**src/rtl/calculator_pkg.sv**
```systemverilog
// Shared sizing constants for the calculator datapath and its memory.
package calculator_pkg;
  localparam int ADDR_W        = 8;
  localparam int MEM_WORD_SIZE = 16;
endpackage

```
**src/rtl/mem_arbiter.sv**
```systemverilog
// Two-requester memory arbiter: round-robin with burst locking, one-cycle read return.
// Optional contention counters are built only when MEM_ARBITER_PERF_CNT_EN is defined.
module mem_arbiter
  import calculator_pkg::*;
(
  input  logic                     clk_i,
  input  logic                     rst_ni,
  input  logic                     req0_i,
  input  logic                     we0_i,
  input  logic [ADDR_W-1:0]        addr0_i,
  input  logic [MEM_WORD_SIZE-1:0] wdata0_i,
  input  logic                     lock0_i,
  input  logic                     req1_i,
  input  logic                     we1_i,
  input  logic [ADDR_W-1:0]        addr1_i,
  input  logic [MEM_WORD_SIZE-1:0] wdata1_i,
  input  logic                     lock1_i,
  output logic                     gnt0_o,
  output logic                     gnt1_o,
  output logic                     rvalid0_o,
  output logic                     rvalid1_o,
  output logic [MEM_WORD_SIZE-1:0] rdata_o,
  output logic                     mem_write_o,
  output logic                     mem_read_o,
  output logic [ADDR_W-1:0]        mem_addr_o,
  output logic [MEM_WORD_SIZE-1:0] mem_wdata_o,
  input  logic [MEM_WORD_SIZE-1:0] mem_rdata_i,
  output logic [15:0]              wait_cnt0_o,
  output logic [15:0]              wait_cnt1_o,
  output logic [1:0]               state_o
);

  typedef enum logic [1:0] {
    S_RR    = 2'd0,
    S_LOCK0 = 2'd1,
    S_LOCK1 = 2'd2
  } state_t;

  state_t state_q, state_d;
  logic   last_q;
  logic   pend_valid_q, pend_id_q;
  logic   pend_valid_d;

  // Handshake: reqN is a request held by the requester; gntN in the same cycle
  // means the access (read or write) was accepted, so the requester may change
  // its request fields at the next edge. Read data comes back as rvalidN one
  // cycle later with no backpressure.

  always_ff @(posedge clk_i or negedge rst_ni) begin
    if (!rst_ni) begin
      state_q      <= S_RR;
      last_q       <= 1'b1;
      pend_valid_q <= 1'b0;
      pend_id_q    <= 1'b0;
    end else begin
      state_q      <= state_d;
      pend_valid_q <= pend_valid_d;
      if (gnt0_o) begin
        last_q    <= 1'b0;
        pend_id_q <= 1'b0;
      end else if (gnt1_o) begin
        last_q    <= 1'b1;
        pend_id_q <= 1'b1;
      end
    end
  end

  always_comb begin
    gnt0_o  = 1'b0;
    gnt1_o  = 1'b0;
    state_d = state_q;
    unique case (state_q)
      S_RR: begin
        if (req0_i && req1_i) begin
          gnt1_o = (last_q == 1'b0);
          gnt0_o = (last_q == 1'b1);
        end else begin
          gnt0_o = req0_i;
          gnt1_o = req1_i;
        end
        // Only the round-robin winner can claim the lock.
        if (gnt0_o && lock0_i) state_d = S_LOCK0;
        else if (gnt1_o && lock1_i) state_d = S_LOCK1;
      end
      S_LOCK0: begin
        gnt0_o = req0_i;
        if (!req0_i || !lock0_i) state_d = S_RR;
      end
      S_LOCK1: begin
        gnt1_o = req1_i;
        if (!req1_i || !lock1_i) state_d = S_RR;
      end
      default: state_d = S_RR;
    endcase
  end

  always_comb begin
    mem_write_o  = 1'b0;
    mem_read_o   = 1'b0;
    mem_addr_o   = '0;
    mem_wdata_o  = '0;
    pend_valid_d = 1'b0;
    if (gnt0_o) begin
      mem_write_o  = we0_i;
      mem_read_o   = !we0_i;
      mem_addr_o   = addr0_i;
      mem_wdata_o  = wdata0_i;
      pend_valid_d = !we0_i;
    end else if (gnt1_o) begin
      mem_write_o  = we1_i;
      mem_read_o   = !we1_i;
      mem_addr_o   = addr1_i;
      mem_wdata_o  = wdata1_i;
      pend_valid_d = !we1_i;
    end
  end

  assign rvalid0_o = pend_valid_q && (pend_id_q == 1'b0);
  assign rvalid1_o = pend_valid_q && (pend_id_q == 1'b1);
  assign rdata_o   = pend_valid_q ? mem_rdata_i : '0;
  assign state_o   = state_q;

`ifdef MEM_ARBITER_PERF_CNT_EN
  logic [15:0] wait_cnt0_q, wait_cnt1_q;

  always_ff @(posedge clk_i or negedge rst_ni) begin
    if (!rst_ni) begin
      wait_cnt0_q <= '0;
      wait_cnt1_q <= '0;
    end else begin
      if (req0_i && !gnt0_o && (wait_cnt0_q != 16'hFFFF)) wait_cnt0_q <= wait_cnt0_q + 16'd1;
      if (req1_i && !gnt1_o && (wait_cnt1_q != 16'hFFFF)) wait_cnt1_q <= wait_cnt1_q + 16'd1;
    end
  end

  assign wait_cnt0_o = wait_cnt0_q;
  assign wait_cnt1_o = wait_cnt1_q;
`else
  assign wait_cnt0_o = '0;
  assign wait_cnt1_o = '0;
`endif

  a_gnt_onehot: assert property (@(posedge clk_i) disable iff (!rst_ni) !(gnt0_o && gnt1_o));
  a_gnt0_req:   assert property (@(posedge clk_i) disable iff (!rst_ni) gnt0_o |-> req0_i);
  a_gnt1_req:   assert property (@(posedge clk_i) disable iff (!rst_ni) gnt1_o |-> req1_i);

endmodule

```
**config.mk**
```make
export PLATFORM = sky130hd
export DESIGN_NAME = mem_arbiter
export DESIGN_NICKNAME = d
export VERILOG_FILES = /design/src/rtl/calculator_pkg.sv /design/src/rtl/mem_arbiter.sv
export SDC_FILE = /design/constraint.sdc
export NUM_CORES = 1
export LEC_CHECK = 0
export ABC_AREA = 1
export BUFFER_PORTS_ARGS = -buffer_cell sky130_fd_sc_hd__buf_2
export CORE_MARGIN = 4
export CORE_UTILIZATION = 33
export CTS_CLUSTER_SIZE = 30
export DETAILED_ROUTE_END_ITERATION = 10
export GPL_TIMING_DRIVEN = 0
export PLACE_DENSITY = 0.86
export SLEW_MARGIN = 30
export SYNTH_ARGS = -nofsm -noshare
export SYNTH_HDL_FRONTEND = slang
export SYNTH_SLANG_ARGS = --single-unit
```
**constraint.sdc**
```tcl
create_clock -name clk_i -period 2.7 [get_ports clk_i]
set_input_delay 0.135 -clock clk_i [delete_from_list [all_inputs] [get_ports clk_i]]
set_output_delay 0.135 -clock clk_i [all_outputs]
set_load 0.03 [all_outputs]
```
==> impl_results.md <==
- Status: finished clean
- Endpoints failing setup: 0
- FF-to-FF setup slack: roughly 1.6 ns
- Leakage: between 1 and 1.5 nW
- Global-route wire length before repair: a little over 6000 µm
- Most frequent cells in the layout: 122 x buf_2, 76 x nand2_1, 32 x buf_4, 32 x conb_1, 29 x nand3_1
- Core footprint: between 0.003 and 0.004 mm²
- Post-synthesis sequential area ratio: about an eighth
- Worst Path Arrival: approximately 1.6 ns
- Syn_area_per_cell: between 5 and 6 µm²
- Final net count: ~420
- PD cells: approximately 390 mW/mm²
- Critical-path cell list: inv_2 -> nand4_1 -> nand2_1 -> inv_2 -> buf_6 -> nand2_1 -> nand2_1 -> buf_2
- Hold WC Path Type: input pin to flip-flop
- Final ANT Viol Nets: 0
- CP startpoint kind: flip-flop
- Initial DRC Count: 42
- Worst setup EP type: output port
- Rows: 20
- Hold EP: pend_valid_q
- CP required: ~2.6 ns
- Fin worst setup slack: between 0.9 and 1 ns
- H-tree Lvls: 1
- Slowest Stage Delay on Critical Path: 0.46 ns
- Hold Vio Cnt, Final: 0
- Number of global-route vias before repair: about 1.4k
- FF-to-FF End: pend_id_q
- Pre-CTS setup slack: 1.251 ns
- Area grow syn2layout: 76.61%
- Crit Path Max Fanout: 10
- Clk buf depth: 2
- Worst reg2reg path depth: 5
- Final slew viol count: 0
- Post-Route WL: approximately 3800 µm
- Share of layout cells above drive strength 1: 48.42%
- Setup TNS Final: 0 ns
- Worst hold path cell count: 2
- Synthesized cell area: 0.001049 mm²
- Clock skew: roughly 0.005 ns
- Die height: around 64 µm
- Post-synth cell types: 18
- # port buffers: approximately 120
- #FFs+latches synth: 5
- Largest net degree at the start of global routing: 11
- GRT Util Overall: 17.70%
- Final worst path period share: between 60 and 70%
- Placer Congestion: roughly 0.79
- CTS sink count: 5
- # diodes: 0
- RSZ-0062 raised after global routing: no
- Wire per inst: roughly 9.6 µm
- Post-layout util: between 60 and 70%
- Remaining Overflow, GRT: 0
- Cts repair resizes: 0
- Vias after detailed routing: about 1.5k
- Post-DR vias/cell: approximately 3.9
- Critical path type: flip-flop to output port
- HPWL Detailed: around 3300 µm
- Clock buffer count from CTS: 3
- Post-synthesis cell count: between 150 and 200
- Maxcap violations: 0
- Initial antenna violation count: 0
- Reg clk slew, reported paths: approximately 0.050 ns
- DR pass1 iterations: 4
- Clk root buf: clkbuf_4
- I/O Pins: 152
- CTS tree: done
- Synthesis Warnings: 0
- Clk_lat worst skew: around 0.24 ns
- Worst Hold Launch: we1_i
- Residual DRC count: 0
- Worst reg2reg startpoint: last_q
- Min cycle time layout: about 1.7 ns
- Die area: just over 0.004 mm²
- Most common cell after layout, fill and taps aside: buf_2
- Fmax: a little under 600 MHz
- Slowest-stage cell, CP: dfrtp_1
- Starting Density: approximately 34%
- VDD IR max: about 0.00022 V
- Die Wd: between 60 and 70 µm
- Top cell by count, worst path: nand2_1
[state kept, by name, summed over array words and instances, names as in the netlist]
signal,count
last_q,1
pend_id_q,1
pend_valid_q,1
state_o,2
[kinds of logic (layout without fill, tap and decap cells)]
| logic type | count (synthesis) | count (layout) | share of synthesized area (%) |
|---|---|---|---|
| AO/OA/AOI/OAI | 3 | 3 | 1.432 |
| buffers and inverters | 70 | 194 | 39.74 |
| flip-flops | 5 | 5 | 12.05 |
| other | 1 | 32 | 0.3577 |
| AND/OR/NAND/NOR | 115 | 115 | 46.42 |
[cell type report]
class | instances | area [µm²]
Inverter | 30 | 112.6
Timing Repair Buffer | 120 | 605.6
Buffer | 40 | 304.0
Sequential cell | 5 | 126.4
Tap cell | 44 | 55.05
Clock buffer | 4 | 26.28
Multi-Input combinational cell | 150 | 621.8
Fill cell | 329 | 1201
[synth_stat cells, drive strengths merged]
master,number,area [µm²]
conb,1,3.750
nand4,1,6.260
clkbuf,1,3.750
nor2,7,36.29
dfstp,1,26.28
nand3,29,145.1
nand2,77,291.5
nand3b,1,7.510
dfrtp,4,100.1
inv,30,112.6
o21ai,3,15.01
buf,39,300.3
[through the flow]
stage / total power [W] / std cells / instance area, µm² / hold WS, ns
5_1_grt: 0.0007760 / 393 / 1852 / 0.1704
6_report: 0.0007165 / 393 / 1852 / 0.1430
3_3_place_gp: 0.0006242 / 388 / 1815 / -0.04845
2_1_floorplan: 0.0004789 / 225 / 1165 / -0.1606
3_5_place_dp: 0.0006294 / 388 / 1815 / -0.04202
4_1_cts: 0.0007210 / 393 / 1852 / 0.1380
[how the worst max path moves through the flow]
| stage | startpoint | end | slack, ns | depth (start not counted) |
|---|---|---|---|---|
| final | state_o[1] | mem_wdata_o[10] | 0.99 | 8 |
| after global routing | state_o[1] | mem_wdata_o[10] | 0.85 | 8 |
| after CTS | state_o[1] | mem_wdata_o[10] | 0.98 | 8 |
| after detailed placement | last_q | mem_wdata_o[10] | 1.25 | 7 |
| after global placement | state_o[1] | mem_wdata_o[10] | 1.25 | 8 |
| after floorplan | state_o[1] | pend_valid_q | 0.96 | 4 |
[metal layers]
| layer | track usage, % | wire, µm | up-vias |
|---|---|---|---|
| met1 | 19.47 | 1287 | 609 |
| met3 | 4.042 | 484 | 4 |
| met4 | 4.749 | 37 | 0 |
| met5 | 0 | 0 | - |
| met2 | 33.51 | 1974 | 86 |
| li1 | - | - | 824 |
[critical path, delay by kind of cell (launching register included)]
| kind | cells | cell delay, ns |
|---|---|---|
| and+or+nand+nor | 4 | 0.30 |
| buffers and inverters | 4 | 0.58 |
| DFF | 1 | 0.46 |
[power by group]
part	leakage (nW)	internal (W)	switching (W)	total, W
Sequential	0.0617	0.0000871	0.0000109	0.0000980
Clock	0.0150	0.0000559	0.0000310	0.0000869
Combinational	1.33	0.000174	0.000357	0.000532
Total	1.41	0.000317	0.000399	0.000717
[timing repair]
| action | 4_1_cts | 5_1_grt |
|---|---|---|
| endpoints found under the hold margin | 5 | 0 |
| hold buffers | 1 | 0 |
| setup buffers | 0 | 0 |
| endpoints found under the setup margin | 0 | 0 |
No activity file was read; power rests on OpenSTA's default activity.
